$ cat src/rtl/cdb_arbiter_pkg.sv
// cdb_arbiter_pkg: shared constants and helpers for the common data bus arbiter.
//   REG_DAT_W      - architectural result width
//   ROB_ADD_W      - ROB tag width (tag 0 = no dependency)
//   CDB_FIFO_DEPTH - per-producer result FIFO depth
//   CDB_SRC_EX/LSB - encoding of the winning source on oCDB_Src
package cdb_arbiter_pkg;

    localparam int   REG_DAT_W      = 32;
    localparam int   ROB_ADD_W      = 5;
    localparam int   CDB_FIFO_DEPTH = 4;
    localparam logic CDB_SRC_EX     = 1'b0;
    localparam logic CDB_SRC_LSB    = 1'b1;

    // Two-way round robin: LSB wins when it alone requests, or when both
    // request and EX was the previous winner.
    function automatic logic rr_pick_lsb(input logic ex_req,
                                         input logic lsb_req,
                                         input logic last_grant);
        return lsb_req & (!ex_req | (last_grant == CDB_SRC_EX));
    endfunction

endpackage

$ cat src/rtl/cdb_arbiter_if.sv
// cdb_arbiter_if: producer/consumer side signals of the CDB arbiter.
//   en, iFlush          - global enable and misprediction flush
//   iEX_*  / oEX_Full   - EX result push (En, Qd tag, Vd value) and full flag
//   iLSB_* / oLSB_Full  - LSB result push and full flag
//   oCDB_*              - registered broadcast (En, Qd, Vd, Src)
// Modports: master = environment driving results, slave = the arbiter.
interface cdb_arbiter_if
    import cdb_arbiter_pkg::*;
#(
    parameter int TAG_W = ROB_ADD_W,
    parameter int DAT_W = REG_DAT_W
);
    logic             en;
    logic             iFlush;
    logic             iEX_En;
    logic [TAG_W-1:0] iEX_Qd;
    logic [DAT_W-1:0] iEX_Vd;
    logic             oEX_Full;
    logic             iLSB_En;
    logic [TAG_W-1:0] iLSB_Qd;
    logic [DAT_W-1:0] iLSB_Vd;
    logic             oLSB_Full;
    logic             oCDB_En;
    logic [TAG_W-1:0] oCDB_Qd;
    logic [DAT_W-1:0] oCDB_Vd;
    logic             oCDB_Src;

    modport master (
        output en, iFlush,
        output iEX_En, iEX_Qd, iEX_Vd, iLSB_En, iLSB_Qd, iLSB_Vd,
        input  oEX_Full, oLSB_Full, oCDB_En, oCDB_Qd, oCDB_Vd, oCDB_Src
    );

    modport slave (
        input  en, iFlush,
        input  iEX_En, iEX_Qd, iEX_Vd, iLSB_En, iLSB_Qd, iLSB_Vd,
        output oEX_Full, oLSB_Full, oCDB_En, oCDB_Qd, oCDB_Vd, oCDB_Src
    );

endinterface

$ cat src/rtl/cdb_fifo.sv
// cdb_fifo: small synchronous FIFO with async active-high reset and sync clear.
//   clk, rst    - clock, asynchronous active-high reset
//   clr         - synchronous clear (wins over push/pop)
//   push, din   - write; ignored while full
//   pop         - read; ignored while empty
//   full, empty - decoded from the registered count only
//   head        - entry at the read pointer (valid when !empty)
module cdb_fifo #(
    parameter int DEPTH = 4,
    parameter int WIDTH = 37
) (
    input  logic             clk,
    input  logic             rst,
    input  logic             clr,
    input  logic             push,
    input  logic             pop,
    input  logic [WIDTH-1:0] din,
    output logic             full,
    output logic             empty,
    output logic [WIDTH-1:0] head
);
    localparam int AW = $clog2(DEPTH);

    logic [WIDTH-1:0] mem [DEPTH];
    logic [AW-1:0]    rd_ptr;
    logic [AW-1:0]    wr_ptr;
    logic [AW:0]      count;
    logic             do_push;
    logic             do_pop;

    assign full    = (count == (AW+1)'(DEPTH));
    assign empty   = (count == '0);
    assign head    = mem[rd_ptr];
    assign do_push = push & !full;
    assign do_pop  = pop & !empty;

    // Pointers wrap naturally because DEPTH is a power of two.
    always_ff @(posedge clk or posedge rst) begin
        if (rst) begin
            rd_ptr <= '0;
            wr_ptr <= '0;
            count  <= '0;
        end else if (clr) begin
            rd_ptr <= '0;
            wr_ptr <= '0;
            count  <= '0;
        end else begin
            if (do_push) wr_ptr <= wr_ptr + 1'b1;
            if (do_pop)  rd_ptr <= rd_ptr + 1'b1;
            case ({do_push, do_pop})
                2'b10:   count <= count + 1'b1;
                2'b01:   count <= count - 1'b1;
                default: count <= count;
            endcase
        end
    end

    always_ff @(posedge clk) begin
        if (do_push && !clr) mem[wr_ptr] <= din;
    end

endmodule

$ cat src/rtl/cdb_arbiter.sv
// cdb_arbiter: merges EX and LSB results onto one registered common data bus.
//   clk, rst - clock, asynchronous active-high reset
//   bus      - cdb_arbiter_if.slave: en, iFlush, EX/LSB push ports with full
//              flags, and the oCDB_En/Qd/Vd/Src broadcast
// Each producer has a private cdb_fifo; one result per enabled cycle is popped
// with round-robin priority. Build option CDB_BYPASS_EN lets a push into an
// empty, winning source go straight to the broadcast register (1-edge latency).
module cdb_arbiter
    import cdb_arbiter_pkg::*;
#(
    parameter int TAG_W      = ROB_ADD_W,
    parameter int DAT_W      = REG_DAT_W,
    parameter int FIFO_DEPTH = CDB_FIFO_DEPTH
) (
    input  logic          clk,
    input  logic          rst,
    cdb_arbiter_if.slave  bus
);
    localparam int EW = TAG_W + DAT_W;
`ifdef CDB_BYPASS_EN
    localparam logic BYPASS = 1'b1;
`else
    localparam logic BYPASS = 1'b0;
`endif

    logic          ex_full, ex_empty, lsb_full, lsb_empty;
    logic [EW-1:0] ex_head, lsb_head, ex_in, lsb_in, win_ent;
    logic          act, clr;
    logic          ex_req, lsb_req, ex_cand, lsb_cand;
    logic          win_lsb, any_win, ex_byp, lsb_byp;
    logic          ex_push, lsb_push, ex_pop, lsb_pop;
    logic          last_grant;
    logic          cdb_vld_p0, cdb_src_p0;
    logic [TAG_W-1:0] cdb_qd_p0;
    logic [DAT_W-1:0] cdb_vd_p0;

    assign act   = bus.en & !bus.iFlush;
    assign clr   = bus.en & bus.iFlush;
    assign ex_in  = {bus.iEX_Qd, bus.iEX_Vd};
    assign lsb_in = {bus.iLSB_Qd, bus.iLSB_Vd};

    // A push is only real with a nonzero tag into a FIFO that was not full.
    assign ex_req  = bus.iEX_En  & (bus.iEX_Qd  != '0) & !ex_full;
    assign lsb_req = bus.iLSB_En & (bus.iLSB_Qd != '0) & !lsb_full;

    // Arbitration sees registered FIFO state; with bypass an incoming push
    // also counts as a head for an otherwise empty source.
    assign ex_cand  = !ex_empty  | (BYPASS & ex_req);
    assign lsb_cand = !lsb_empty | (BYPASS & lsb_req);
    assign win_lsb  = rr_pick_lsb(ex_cand, lsb_cand, last_grant);
    assign any_win  = ex_cand | lsb_cand;

    assign ex_byp  = BYPASS & any_win & !win_lsb & ex_empty;
    assign lsb_byp = BYPASS & win_lsb & lsb_empty;

    assign ex_pop   = act & any_win & !win_lsb & !ex_empty;
    assign lsb_pop  = act & win_lsb & !lsb_empty;
    assign ex_push  = act & ex_req  & !ex_byp;
    assign lsb_push = act & lsb_req & !lsb_byp;

    always_comb begin
        win_ent = ex_head;
        if (win_lsb) win_ent = lsb_byp ? lsb_in : lsb_head;
        else         win_ent = ex_byp  ? ex_in  : ex_head;
    end

    cdb_fifo #(.DEPTH(FIFO_DEPTH), .WIDTH(EW)) u_ex_fifo (
        .clk(clk), .rst(rst), .clr(clr), .push(ex_push), .pop(ex_pop),
        .din(ex_in), .full(ex_full), .empty(ex_empty), .head(ex_head)
    );

    cdb_fifo #(.DEPTH(FIFO_DEPTH), .WIDTH(EW)) u_lsb_fifo (
        .clk(clk), .rst(rst), .clr(clr), .push(lsb_push), .pop(lsb_pop),
        .din(lsb_in), .full(lsb_full), .empty(lsb_empty), .head(lsb_head)
    );

    // ---- stage p0: registered broadcast ----
    always_ff @(posedge clk or posedge rst) begin
        if (rst) begin
            cdb_vld_p0 <= 1'b0;
            cdb_qd_p0  <= '0;
            cdb_vd_p0  <= '0;
            cdb_src_p0 <= CDB_SRC_EX;
            last_grant <= CDB_SRC_LSB;
        end else if (bus.en) begin
            if (bus.iFlush) begin
                cdb_vld_p0 <= 1'b0;
                cdb_qd_p0  <= '0;
                cdb_vd_p0  <= '0;
                cdb_src_p0 <= CDB_SRC_EX;
                last_grant <= CDB_SRC_LSB;
            end else if (any_win) begin
                cdb_vld_p0 <= 1'b1;
                {cdb_qd_p0, cdb_vd_p0} <= win_ent;
                cdb_src_p0 <= win_lsb;
                last_grant <= win_lsb;
            end else begin
                cdb_vld_p0 <= 1'b0;
            end
        end
    end

    assign bus.oEX_Full  = ex_full;
    assign bus.oLSB_Full = lsb_full;
    assign bus.oCDB_En   = cdb_vld_p0;
    assign bus.oCDB_Qd   = cdb_qd_p0;
    assign bus.oCDB_Vd   = cdb_vd_p0;
    assign bus.oCDB_Src  = cdb_src_p0;

endmodule

$ cat src/flat_wrapper.sv
// flat-port wrapper written by rule: the top's interface ports become plain ports
module cdb_arbiter_flat import cdb_arbiter_pkg::*;
#(
    parameter int TAG_W      = ROB_ADD_W,
    parameter int DAT_W      = REG_DAT_W,
    parameter int FIFO_DEPTH = CDB_FIFO_DEPTH
)
  (clk, rst, bus_en, bus_iFlush, bus_iEX_En, bus_iEX_Qd, bus_iEX_Vd, bus_iLSB_En, bus_iLSB_Qd, bus_iLSB_Vd, bus_oEX_Full, bus_oLSB_Full, bus_oCDB_En, bus_oCDB_Qd, bus_oCDB_Vd, bus_oCDB_Src);
  cdb_arbiter_if #(.TAG_W(TAG_W), .DAT_W(DAT_W)) bus_i ();
  input  logic clk;
  input  logic rst;
  input wire logic [$bits(bus_i.en)-1:0] bus_en;
  input wire logic [$bits(bus_i.iFlush)-1:0] bus_iFlush;
  input wire logic [$bits(bus_i.iEX_En)-1:0] bus_iEX_En;
  input wire logic [$bits(bus_i.iEX_Qd)-1:0] bus_iEX_Qd;
  input wire logic [$bits(bus_i.iEX_Vd)-1:0] bus_iEX_Vd;
  input wire logic [$bits(bus_i.iLSB_En)-1:0] bus_iLSB_En;
  input wire logic [$bits(bus_i.iLSB_Qd)-1:0] bus_iLSB_Qd;
  input wire logic [$bits(bus_i.iLSB_Vd)-1:0] bus_iLSB_Vd;
  output wire logic [$bits(bus_i.oEX_Full)-1:0] bus_oEX_Full;
  output wire logic [$bits(bus_i.oLSB_Full)-1:0] bus_oLSB_Full;
  output wire logic [$bits(bus_i.oCDB_En)-1:0] bus_oCDB_En;
  output wire logic [$bits(bus_i.oCDB_Qd)-1:0] bus_oCDB_Qd;
  output wire logic [$bits(bus_i.oCDB_Vd)-1:0] bus_oCDB_Vd;
  output wire logic [$bits(bus_i.oCDB_Src)-1:0] bus_oCDB_Src;
  assign bus_i.en = bus_en;
  assign bus_i.iFlush = bus_iFlush;
  assign bus_i.iEX_En = bus_iEX_En;
  assign bus_i.iEX_Qd = bus_iEX_Qd;
  assign bus_i.iEX_Vd = bus_iEX_Vd;
  assign bus_i.iLSB_En = bus_iLSB_En;
  assign bus_i.iLSB_Qd = bus_iLSB_Qd;
  assign bus_i.iLSB_Vd = bus_iLSB_Vd;
  assign bus_oEX_Full = bus_i.oEX_Full;
  assign bus_oLSB_Full = bus_i.oLSB_Full;
  assign bus_oCDB_En = bus_i.oCDB_En;
  assign bus_oCDB_Qd = bus_i.oCDB_Qd;
  assign bus_oCDB_Vd = bus_i.oCDB_Vd;
  assign bus_oCDB_Src = bus_i.oCDB_Src;
  cdb_arbiter #(.TAG_W(TAG_W), .DAT_W(DAT_W), .FIFO_DEPTH(FIFO_DEPTH)) u_core (.clk(clk), .rst(rst), .bus(bus_i));
endmodule
$ cat config.mk
export PLATFORM = sky130hd
export DESIGN_NAME = cdb_arbiter_flat
export DESIGN_NICKNAME = d
export VERILOG_FILES = /design/src/rtl/cdb_arbiter_pkg.sv /design/src/rtl/cdb_arbiter_if.sv /design/src/rtl/cdb_fifo.sv /design/src/rtl/cdb_arbiter.sv /design/src/flat_wrapper.sv
export SDC_FILE = /design/constraint.sdc
export NUM_CORES = 1
export LEC_CHECK = 0
export ABC_CLOCK_PERIOD_IN_PS = 3000
export BUFFER_PORTS_ARGS = -buffer_cell sky130_fd_sc_hd__buf_4
export CORE_MARGIN = 4
export CORE_UTILIZATION = 28
export DETAILED_ROUTE_END_ITERATION = 16
export GPL_TIMING_DRIVEN = 0
export PLACE_DENSITY = 0.51
export SLEW_MARGIN = 40
export SYNTH_ARGS = -nofsm -noshare
export SYNTH_HDL_FRONTEND = slang
export SYNTH_HIERARCHICAL = 1
export SYNTH_SLANG_ARGS = --single-unit
$ cat constraint.sdc
create_clock -name clk -period 3 [get_ports clk]
set_input_delay 0.3 -clock clk [delete_from_list [all_inputs] [get_ports clk]]
set_output_delay 0.3 -clock clk [all_outputs]
set_load 0.1 [all_outputs]
==> results by stage, run 1 <==
Synthesis:
- The per-instance average area after synthesis is 20.45 um2.
- Counting every net in the synthesized netlist gives 760.
- The most used flip-flop cell after synthesis is sky130_fd_sc_hd__edfxtp_1.
- The number of synthesized flops with an enable pin is approximately 300.
- The count of unique library cells instantiated by Yosys is 48.
- The register bit count reported by yosys is 350.
- After synthesis, flip-flops and latches occupy around 75% of the total area.
- For this run, asynchronously set or reset flops after synthesis account for 15.43%.
- The post-synth design cell area is 13700 um2.
- The Yosys step of the flow raised 6 warnings.
- The synthesized instance count is 670.

Timing:
- The total setup violations reported at the end of the flow is 0.
- The final cycle utilization of the critical path is between 90% and 100%.
- At the pin with the least slew margin, the transition time is 0.7256 ns.
- The final number of max-transition violations is 0.
- The final number of hold-violating endpoints is 0.
- Clock skew on the completed layout was measured at 0.01703 ns.
- The worst hold-check slack is 0.1056 ns.
- Measured against its own limit, the worst slew margin works out to 51.62%.
- Counting I/O delays and the setup requirement, the final critical path takes 2.802 ns.
- Setup repair after global routing left no endpoint under its margin.
- The highest clock frequency the design can meet is 356.9 MHz.

Floorplan:
- The die area is 52550 um2.
- The die is 229.2 um tall.
- The floorplan has 80 rows.
- The total core area is 48050 um2.
- The number of top-level pins is 121.
- The initial cell density of the core is 28.52%.
- In this run the horizontal extent of the chip is 229.2 um.

Setup path:
- The class of the most critical setup path is register to register.
- In this run the worst path has a maximum fanout of 21.
- For the worst flop-to-flop path, the logic depth is 11.
- STA classifies the critical path startpoint as a register.
- Data arrives at the worst endpoint at roughly 3.2 ns.
- Data on the critical path is required at its endpoint by 3.38 ns.
- The critical path capture point type is a register.

Power and ir drop:
- Summing internal, switching and leakage power gives 11.01 mW.
- The internal portion of the total power is approximately 8.3 mW.
- The share of total power dissipated in the clock network is 39.7%.
- Summed over all nets, the switching power comes to 2.687 mW.
- The leakage dissipation is 6.094 nW.
- The fraction of power consumed by sequential logic is 49.8%.
- The worst supply voltage drop on vdd is between 0.0004 and 0.0005 V.
- The total power divided by cell area is around 630 nW/um2.
- Net switching is 24.40% of the power.
- The share of total power in combinational logic is 10.5%.

Clock network:
- Clock tree synthesis inserted a total of 37 buffers.
- TritonCTS built the clock tree.
- The number of sinks driven by the clock tree is 350.
- Clock tree synthesis selected as its root buffer the cell sky130_fd_sc_hd__clkbuf_16.
- After clock tree synthesis, the clock-pin slew on the worst setup and hold paths is 0.06 ns.
- Counting along the longest clock path gives a buffer depth of 3.
- CTS built an H-tree with a depth of 2.
- For the worst-skew pair, the clock arrives at the later sink with an insertion delay of 0.53 ns.

Layout:
- Leaving out fill and tap cells, the most frequent cells in the layout are sky130_fd_sc_hd__edfxtp_1, sky130_fd_sc_hd__buf_4, sky130_fd_sc_hd__dlygate4sd3_1.
- The most common cell after layout, fill and taps aside is sky130_fd_sc_hd__edfxtp_1.
- The post-layout instance area is 17530 um2.
- Relative to the synthesized area, the layout overhead comes to 27.89%.
- The fraction of layout cells with a size suffix above 1 is 33.23%.
- The number of inserted diodes is 0.
- The finished layout holds 1554 standard cells, fillers aside.
- In the final design database the tool counted 1003 nets.
- The post-route core utilization is 36.48%.

Detailed routing:
- The final layout contains routed wiring with a total length of 34.99 mm.
- The first TritonRoute pass finished after 5 iterations.
- The vias after detailed routing is 7459.
- The detail route stage leaves a number of antenna-violating nets equal to 0.
- The ratio of routed vias to standard cells is between 4 and 5.
- The average detailed-routed wire length per instance is 22.52 um.
- The number of DRC violations after detailed routing is 0.
- The detailed router finished its first iteration with 548 violations.

Job:
- The tool flagged a number of max-cap violations equal to 0.

GRT:
- The global-route wire length before repair is 51.71 mm.
- The number of global-route vias before repair is around 7800.
- The pin count of the biggest net entering global routing is 30.
- The number of antenna violations at the first check in global routing was 1.
- The total global routing overflow is 0.
- The total global routing track utilization is 13.16%.

Hold path:
- The path class of the tightest hold or removal check is input port to register.
- The worst hold path was traced through 3 stages.

Outcome:
- The run finished with clean final reports.

Placement:
- The last weighted congestion value of the routability-driven placer is roughly 0.75.
- The number of placed instances, taps included is 1414.
- The cell area after placement is 15590 um2.
- Once detailed placement completed, the half-perimeter wirelength came to around 23 mm.
- Port buffering added 120 buffers.
[cell type report]
cell class                 count  area (um2)
tap                          615       769.5
clock buffer                  47       963.4
inverter                      15       58.81
buffer                        39       260.3
timing repair buffer         205        1839
sequential                   350       10240
fill                        4504       30520
clock inverter                18       170.2
multi-input combinational    265        3224
[metal layers]
| metal | vias to the layer above | routed length, um | GRT usage, % |
|---|---|---|---|
| li1 | 3275 | - | - |
| met1 | 3957 | 16040 | 18.24 |
| met2 | 178 | 16770 | 21.32 |
| met3 | 47 | 1477 | 2.671 |
| met4 | 2 | 691 | 3.423 |
| met5 | - | 13 | 0 |
[state kept, by name, summed over array words and instances (netlist names), 3 cells and up]
| signal | cells |
|---|---|
| u_core/u_lsb_fifo/mem | 148 |
| u_core/u_lsb_fifo/count | 3 |
| u_core/bus.oCDB_Qd | 5 |
| u_core/u_ex_fifo/mem | 148 |
| u_core/u_ex_fifo/count | 3 |
| u_core/bus.oCDB_Vd | 32 |
[logic make-up (layout without fill, tap and decap cells)]
kind of cell,after synthesis,after routing,share of synthesized area [%]
AOI/OAI and AO/OA,112,112,6.574
xor gates and xnor gates,6,6,0.3835
adders and majority gates,10,10,1.023
buffers and inverters,56,324,2.273
DFF,350,350,74.73
muxes,74,74,12.16
and+or+nand+nor,62,63,2.858
[worst paths after layout]
check	start	end	slack (ns)
min reg2reg	u_core/bus.oCDB_En	u_core/bus.oCDB_En	0.52
max in group asynchronous	rst	u_core/bus.oCDB_Vd[26]	2.18
max reg2reg	u_core/u_lsb_fifo/count[0]	u_core/u_ex_fifo/count[1]	0.20
max	u_core/u_lsb_fifo/count[0]	u_core/u_ex_fifo/count[1]	0.20
min	bus_iFlush	u_core/last_grant	0.11
min in group asynchronous	rst	u_core/u_ex_fifo/wr_ptr[0]	0.35
[power by group through the flow]
stage / clock [mW] / sequential [mW] / combinational [mW]
after global placement: 0 / 5.59 / 1.04
after detailed placement: 0 / 5.59 / 1.07
after floorplan: 0 / 5.99 / 0.263
after global routing: 4.71 / 5.50 / 1.22
after CTS: 4.51 / 5.49 / 1.16
final: 4.37 / 5.49 / 1.15
[cell usage after synthesis, types with 3 or more instances]
cell,number,share of area [%]
sky130_fd_sc_hd__o21ai_0,6,0.22
sky130_fd_sc_hd__ha_1,8,0.73
sky130_fd_sc_hd__nand3_1,4,0.15
sky130_fd_sc_hd__buf_4,7,0.38
sky130_fd_sc_hd__nand3b_1,4,0.22
sky130_fd_sc_hd__buf_6,7,0.58
sky130_fd_sc_hd__nand2b_1,5,0.23
sky130_fd_sc_hd__a21oi_1,10,0.37
sky130_fd_sc_hd__nor2_1,13,0.36
sky130_fd_sc_hd__dfrtp_1,53,9.7
sky130_fd_sc_hd__mux4_2,74,12
sky130_fd_sc_hd__clkbuf_1,9,0.25
sky130_fd_sc_hd__buf_2,18,0.66
sky130_fd_sc_hd__a21boi_0,35,1.9
sky130_fd_sc_hd__edfxtp_1,296,65
sky130_fd_sc_hd__xor2_1,4,0.26
sky130_fd_sc_hd__inv_1,15,0.41
sky130_fd_sc_hd__a221o_1,37,2.7
sky130_fd_sc_hd__and2_1,11,0.50
sky130_fd_sc_hd__or2_2,4,0.18
sky130_fd_sc_hd__nor3_1,3,0.11
[stage by stage]
stage	TNS, ns	setup WS [ns]
3_3_place_gp	-339.86	-1.225
3_5_place_dp	-0.8413	-0.3405
6_report	0	0.1982
4_1_cts	0	0.03202
2_1_floorplan	0	0.04199
5_1_grt	0	0.03428
[worst max-delay path, stage by stage, from the launching register on]
cell	delay (ns)
sky130_fd_sc_hd__dfrtp_1	0.39
sky130_fd_sc_hd__buf_2	0.19
sky130_fd_sc_hd__or2_2	0.35
sky130_fd_sc_hd__nor2_4	0.18
sky130_fd_sc_hd__nor2_1	0.09
sky130_fd_sc_hd__nor3_2	0.21
sky130_fd_sc_hd__buf_6	0.26
sky130_fd_sc_hd__o31ai_1	0.15
sky130_fd_sc_hd__a21oi_1	0.19
sky130_fd_sc_hd__fa_1	0.45
sky130_fd_sc_hd__o2111ai_1	0.09
sky130_fd_sc_hd__a211oi_1	0.10
[what timing repair did]
action,in CTS,in global routing
gates cloned,0,1
endpoints found under the hold margin,328,0
setup buffers,0,1
pin swaps,0,2
hold buffers,75,0
resized for setup,6,4
endpoints found under the setup margin,4,94
Note: power is estimated with default switching activity, not from simulation.
==> run 2: changes to the inputs <==
--- a/config.mk
+++ b/config.mk
@@ -5,7 +5,7 @@
 export SDC_FILE = /design/constraint.sdc
 export NUM_CORES = 1
 export LEC_CHECK = 0
-export ABC_CLOCK_PERIOD_IN_PS = 3000
+export ABC_CLOCK_PERIOD_IN_PS = 2350
 export BUFFER_PORTS_ARGS = -buffer_cell sky130_fd_sc_hd__buf_4
 export CORE_MARGIN = 4
 export CORE_UTILIZATION = 28
==> constraint.sdc (replaced) <==
create_clock -name clk -period 2.35 [get_ports clk]
set_input_delay 0.235 -clock clk [delete_from_list [all_inputs] [get_ports clk]]
set_output_delay 0.235 -clock clk [all_outputs]
set_load 0.1 [all_outputs]
==> run 2 against run 1 <==
The run now ends with setup timing left; non-clock buffer count rose by 53; maximum frequency rose by 18%; combinational power rose by 38%; clock-buffer cell count rose by 5; wire length grew 8.1%; clock power rose by 33%; global-route usage increased by 1.0 points; sequential share of layout area decreased by 2.9 points; die area stayed put; critical path depth did not move.
==> results by stage, run 2 (same netlist as run 1, synthesis figures left out) <==
Setup path:
- The critical path capture point type is a register.
- The critical path is of the register to register type.
- The startpoint of the most critical register-to-register path is u_core/u_ex_fifo/count[0].
- The endpoint identified for the worst register-to-register timing path is u_core/u_ex_fifo/count[1].
- For the worst setup path, the data arrival time is roughly 2.8 ns.
- For the worst setup path, the data required time is 2.80 ns.
- The biggest fanout along the worst timing path is 8.
- Counting cells, the worst reg-to-reg path comes to 11.
- The setup check on the worst reg-to-reg path leaves a slack of -0.02 ns.
- STA classifies the critical path startpoint as a register.

Power and ir drop:
- The worst supply voltage drop on vdd is 0.0005697 V.
- The design draws 14.43 mW.
- The leakage dissipation is 6.489 nW.
- The total power divided by cell area is 782.7 nW/um2.

Timing:
- The clock arrives with between 0.02 and 0.025 ns of skew.
- The highest clock frequency the design can meet is around 420 MHz.
- The worst hold-check slack is about 0.056 ns.
- For the final routed database, the setup TNS stands at -0.03778 ns.
- The final period demand of the worst path is 2.375 ns.
- The total setup violations reported at the end of the flow is 2.
- Once routing completed, OpenROAD measured the worst setup slack at -0.02475 ns.
- The final number of hold-violating endpoints came to 0.
- The worst pin sits at a relative slew slack of 44.85%.
- After layout, the worst path uses 101.1% of the clock period.
- Setup repair after global routing could not meet its margin everywhere.
- The transition at the pin with the smallest max-transition slack is 0.8272 ns.
- The final number of max-transition violations came to 0.

Clock network:
- Buffers inserted during clock tree synthesis total 37.
- The clock edge transition at the registers on the reported setup and hold paths is 0.07 ns.
- The root buffer selected by CTS is sky130_fd_sc_hd__clkbuf_16.
- The CTS tree is yes.
- The insertion delay of the later-clocked pin in the worst-skew pair is about 0.53 ns.
- The clock passes through at most 3 buffers.
- The number of H-tree levels is 2.
- The number of sinks driven by the clock tree is 350.

Floorplan:
- The core region is 48050 um2.
- Pin placement for this block handled 121 I/O pins.
- For this configuration, the core starts out at a cell density of about 29%.
- The die area is ~53000 um2.
- The die is 229.2 um tall.
- The die is roughly 230 um wide.
- The placement row count is 80.

Detailed routing:
- Dividing the detail-routed via count by the number of cells gives 4.798.
- The first routing iteration left 538 violations.
- Wires add up to 37.83 mm.
- The first-pass iteration count of the detailed router is 5.
- The detail route stage leaves a number of antenna-violating nets equal to 0.
- The number of DRC violations after detailed routing is 0.
- In the final routed layout, each cell accounts on average for 23.42 um.
- The detailed router placed 7749 vias in this run.

GRT:
- The total global routing overflow is 0.
- The pin count of the biggest net entering global routing is 32.
- Global routing consumed, over all layers together, roughly 14% of the routing resources.
- The first global-routing pass estimated 55.52 mm of wire.
- The number of global-route vias before repair is 8242.
- The number of antenna violations at the first check in global routing is 1.

Hold path:
- The path with the worst hold slack has its endpoint at u_core/last_grant.
- In this run the worst hold path is classified as input port to register.
- The number of stages on the worst hold path is 3.
- The worst hold path begins at bus_iFlush.

Job:
- The tool flagged a number of max-cap violations equal to 0.

Layout:
- The library cell used most frequently in the layout, excluding fill and tap cells, is sky130_fd_sc_hd__edfxtp_1.
- Cells with a size suffix above 1 make up 38.40% of the layout.
- The top cell types in the final layout, fill and taps aside, are sky130_fd_sc_hd__edfxtp_1, sky130_fd_sc_hd__buf_4, sky130_fd_sc_hd__dlygate4sd3_1.
- The layout-stage area growth over the synthesis result is 34.51%.
- The repair_antennas step left the layout with diodes totalling 0.
- The net count of the finished layout is 1063.
- The fill cell instance count of the final layout is 4404.

Placement:
- Buffers placed on the I/O ports in this run total 120.
- Routability-driven placement finished with a final weighted congestion of 0.7414.
- After legalization and detailed placement, the total HPWL measured 21.54 mm.

Outcome:
- The run finished, with violations left.
- The checks that failed: setup timing.
-- run 2: changes by cell type in the layout (fill, tap and decap cells not counted), moves of 4 or more --
cell	previous run	this run
sky130_fd_sc_hd__and2_4	8	16
sky130_fd_sc_hd__buf_12	9	31
sky130_fd_sc_hd__nor3_4	0	4
sky130_fd_sc_hd__buf_4	128	158
-- run 2: worst max-delay path by stage --
stage          slack, ns                         end  cells past startpoint                  startpoint
2_1_floorplan      -0.34   u_core/u_ex_fifo/count[1]                      8   u_core/u_ex_fifo/count[0]
3_3_place_gp       -0.76   u_core/u_ex_fifo/count[1]                     11  u_core/u_lsb_fifo/count[1]
3_5_place_dp       -0.77   u_core/u_ex_fifo/count[1]                     11  u_core/u_lsb_fifo/count[1]
4_1_cts            0.004  u_core/u_lsb_fifo/count[1]                     11   u_core/u_ex_fifo/count[0]
5_1_grt            -0.15   u_core/u_ex_fifo/count[1]                     11   u_core/u_ex_fifo/count[0]
6_report           -0.02   u_core/u_ex_fifo/count[1]                     11   u_core/u_ex_fifo/count[0]
-- run 2: timing repair --
action | in CTS | in global routing
gates cloned | 10 | 0
pin swaps | 22 | 8
gates resized for setup | 24 | 13
setup buffers | 53 | 7
setup endpoints to repair | 309 | 308
hold buffers | 75 | 0
endpoints found under the hold margin | 349 | 0
-- run 2: per-layer routing --
layer	vias up	wire, um	track usage [%]
li1	3402	-	-
met5	-	7	0
met2	227	17660	22.37
met3	50	1738	2.535
met4	2	712	3.366
met1	4068	17710	20.51
-- run 2: where the power goes --
group	internal (mW)	leakage [nW]	switching, mW	total (mW)
sequential	6.92	3.41	0.0931	7.01
combinational	0.543	2.50	1.05	1.59
clock	3.45	0.580	2.37	5.83
-- run 2: worst max-delay path: stages (launching register included) --
cell                        delay [ns]
sky130_fd_sc_hd__dfrtp_1          0.39
sky130_fd_sc_hd__buf_6            0.15
sky130_fd_sc_hd__or2_4            0.27
sky130_fd_sc_hd__nor2_4           0.12
sky130_fd_sc_hd__buf_6            0.12
sky130_fd_sc_hd__nor3_4           0.04
sky130_fd_sc_hd__buf_6            0.13
sky130_fd_sc_hd__o31ai_4          0.06
sky130_fd_sc_hd__a21oi_2          0.07
sky130_fd_sc_hd__fa_1             0.59
sky130_fd_sc_hd__o2111ai_2        0.14
sky130_fd_sc_hd__a211oi_2         0.22
-- run 2: final cells by class --
| type | instances | area (um2) | share of cell area, % |
|---|---|---|---|
| Buffer | 39 | 277.8 | 1.507 |
| Clock inverter | 14 | 176.4 | 0.9570 |
| Timing Repair Buffer | 258 | 2511 | 13.62 |
| Sequential cell | 350 | 10240 | 55.57 |
| Tap cell | 615 | 769.5 | 4.174 |
| Clock buffer | 52 | 1013 | 5.498 |
| Inverter | 15 | 58.81 | 0.3190 |
| Multi-Input combinational cell | 272 | 3383 | 18.35 |
-- run 2: metrics by stage --
stage	utilization [%]	setup slack, ns	instance area (um2)	std cells
global route	38.37	-0.1503	18430	1615
detailed placement	32.21	-0.7746	15470	1406
CTS	38.14	0.003868	18320	1608
floorplan	-	-0.3398	13780	670
finish	38.37	-0.02475	18430	1615
global placement	32.16	-0.7559	15450	1405
==> run 3: changes to the inputs <==
--- a/config.mk
+++ b/config.mk
@@ -8,10 +8,10 @@
 export ABC_CLOCK_PERIOD_IN_PS = 2350
 export BUFFER_PORTS_ARGS = -buffer_cell sky130_fd_sc_hd__buf_4
 export CORE_MARGIN = 4
-export CORE_UTILIZATION = 28
+export CORE_UTILIZATION = 53
 export DETAILED_ROUTE_END_ITERATION = 16
 export GPL_TIMING_DRIVEN = 0
-export PLACE_DENSITY = 0.51
+export PLACE_DENSITY = 0.81
 export SLEW_MARGIN = 40
 export SYNTH_ARGS = -nofsm -noshare
 export SYNTH_HDL_FRONTEND = slang
==> run 3 against run 2 <==
The flow still finishes with violations (setup timing); utilization rose by 33 points; register-to-register slack got worse by 0.20 ns; clock power barely moved; sequential power barely moved; clock skew rose by 0.0039 ns; critical path type unchanged; global-route usage rose by 11 points; maximum frequency fell by 7.6%; combinational power rose by 3%; critical path depth did not move; sequential cell count did not move; hold slack improved by 0.047 ns.
==> results by stage, run 3 (same netlist as run 1, synthesis figures left out) <==
Outcome:
- The run finished, with violations left.
- The checks that failed: setup timing.

Layout:
- The fraction of layout cells with a size suffix above 1 is roughly two fifths.
- The most common cell after layout, fill and taps aside is sky130_fd_sc_hd__edfxtp_1.
- The net count of the finished layout is 1064.
- Counting the fill cells in the layout gives roughly 1400.
- The top cell types in the final layout, fill and taps aside, are sky130_fd_sc_hd__edfxtp_1, sky130_fd_sc_hd__buf_4, sky130_fd_sc_hd__dlygate4sd3_1.
- The layout-stage area growth over the synthesis result is 31.93%.
- The number of inserted diodes is 0.

Floorplan:
- The placement row count is 58.
- The die covers 28490 um2.
- The total core area is ~25000 um2.
- From left edge to right edge, the die measures 168.8 um.
- From bottom edge to top edge, the die measures 168.8 um.
- The number of top-level pins is 121.
- The initial cell density of the core is 54.11%.

GRT:
- The global-route wire length before repair is 53.23 mm.
- The total global routing track utilization is 25.39%.
- The pin count of the biggest net entering global routing is 29.
- The number of antenna violations at the first check in global routing came to 0.
- The number of global-route vias before repair is approximately 8600.
- The total global routing overflow is 0.

Clock network:
- After clock tree synthesis, the clock-pin slew on the worst setup and hold paths is 0.06 ns.
- The number of H-tree levels is 2.
- TritonCTS built the clock tree.
- The number of sinks driven by the clock tree is 350.
- Counting along the longest clock path gives a buffer depth of 3.
- The root buffer selected by CTS is sky130_fd_sc_hd__clkbuf_16.
- At the later pin of the worst-skew pair, clock insertion delay measures 0.53 ns.
- Clock tree synthesis inserted a total of 36 buffers.

Timing:
- The final number of max-transition violations is 0.
- For the final routed database, the setup TNS stands at -0.3071 ns.
- For the pin with the worst max-slew slack, the measured transition is 0.7775 ns.
- Setup violations remaining at the end of the flow were counted as 15.
- The final cycle utilization of the critical path is 109.4%.
- The post-route clock skew is 0.02615 ns.
- Timing would allow up to 389.0 MHz.
- The worst setup margin is -0.2205 ns.
- The headroom to the max-slew limit is 48.16%.
- The final number of hold-violating endpoints was 0.
- Setup repair after global routing could not meet its margin everywhere.
- Final hold analysis gives a worst-case slack of 0.1025 ns.
- The worst path in the final design needs a cycle of 2.571 ns, including I/O delays and setup.

Detailed routing:
- The routed design has 39.68 mm of wire.
- For this run, the detailed router's first-pass iteration total came to 6.
- The number of nets with antenna violations after detailed routing is 0.
- The ratio of routed vias to standard cells is 6.432.
- The vias after detailed routing is 8567.
- The number of DRC violations after detailed routing is 0.
- The starting DRC count in detailed routing is 1183.
- The average detailed-routed wire length per instance is 29.79 um.

Setup path:
- The worst setup path is of the register to register kind.
- Data on the critical path arrives at its endpoint at 2.98 ns.
- In this run the worst path has a maximum fanout of 7.
- The critical path data required time is 2.76 ns.
- The worst setup path is captured at a register.
- The worst setup path is launched from a register.

Power and ir drop:
- For this design the ratio of total power to cell area is 800.1 nW/um2.
- Across the VDD grid, the largest voltage drop is 0.0007391 V.
- For this design the static power due to leakage is 6.486 nW.

Placement:
- The number of buffer cells added on primary ports is 120.
- The post-DP HPWL is 18.93 mm.
- Routability-driven placement finished with a final weighted congestion of 0.8243.

Job:
- Max-cap violations in this run came to 0.

Hold path:
- The class of the worst hold path is input port to register.
==> run 3: cell types whose count changed in the layout (fill, tap and decap cells not counted), sizes merged <==
cell      change
clkinv        -3
clkbuf        -1
inv           +2
buf           +2
clkinvlp      +2
==> run 3: final cells by class <==
type	count	area [um2]	share of cell area, %
inverter	15	58.81	0.3253
timing repair buffer	260	2499	13.82
clock inverter	15	180.2	0.9965
clock buffer	51	998.5	5.523
buffer	39	287.8	1.592
multi-input combinational	272	3400	18.80
tap	330	412.9	2.284
sequential	350	10240	56.66
==> run 3: stage by stage <==
step | instances | power, mW | utilization (%) | setup slack, ns | instance area (um2)
after global routing | 1332 | 14.85 | 71.39 | -0.2548 | 18080
after CTS | 1300 | 14.29 | 69.45 | -0.02541 | 17590
after detailed placement | 1121 | 8.454 | 59.68 | -0.7130 | 15120
after global placement | 1120 | 8.412 | 59.59 | -0.6877 | 15090
final | 1332 | 14.47 | 71.39 | -0.2205 | 18080
after floorplan | 670 | 7.993 | - | -0.3398 | 13780
==> run 3: what timing repair did <==
item | in CTS | in global routing
pin swaps | 15 | 19
hold buffers | 75 | 0
endpoints found under the setup margin | 307 | 322
buffers inserted | 30 | 32
gates resized for setup | 25 | 20
hold endpoints to repair | 349 | 0
gates cloned | 10 | 0
==> run 3: final timing paths <==
path	startpoint	to	slack [ns]	depth (start not counted)
setup / recovery	u_core/u_ex_fifo/count[0]	u_core/u_ex_fifo/count[1]	-0.22	11
hold / removal	bus_iFlush	u_core/last_grant	0.10	3
setup reg to reg	u_core/u_ex_fifo/count[0]	u_core/u_ex_fifo/count[1]	-0.22	11
hold reg to reg	u_core/bus.oCDB_En	u_core/bus.oCDB_En	0.53	1
max in group asynchronous	rst	u_core/last_grant	1.58	4
min in group asynchronous	rst	u_core/bus.oCDB_Qd[4]	0.25	3
==> run 3: worst max-delay path: stages (launching register included) <==
cell	delay (ns)
sky130_fd_sc_hd__dfrtp_1	0.40
sky130_fd_sc_hd__buf_6	0.15
sky130_fd_sc_hd__or2_4	0.26
sky130_fd_sc_hd__nor2_4	0.13
sky130_fd_sc_hd__buf_6	0.12
sky130_fd_sc_hd__nor3_2	0.05
sky130_fd_sc_hd__buf_6	0.13
sky130_fd_sc_hd__o31ai_4	0.06
sky130_fd_sc_hd__a21oi_2	0.07
sky130_fd_sc_hd__fa_1	0.61
sky130_fd_sc_hd__o2111ai_2	0.18
sky130_fd_sc_hd__a211oi_2	0.30
==> run 3: where the power goes <==
part	internal (mW)	switching [mW]	leakage (nW)	total [mW]
Clock	3.42	2.39	0.564	5.81
Combinational	0.556	1.08	2.51	1.64
Sequential	6.92	0.101	3.41	7.02
==> run 3: per-layer routing <==
layer  track usage (%)  up-vias  routed length (um)
li1                  -     3403                   -
met1             31.69     4324               13570
met2             42.94      685               20160
met3             6.702      155                4060
met4             9.880        0                1884
met5                 0        -                   0
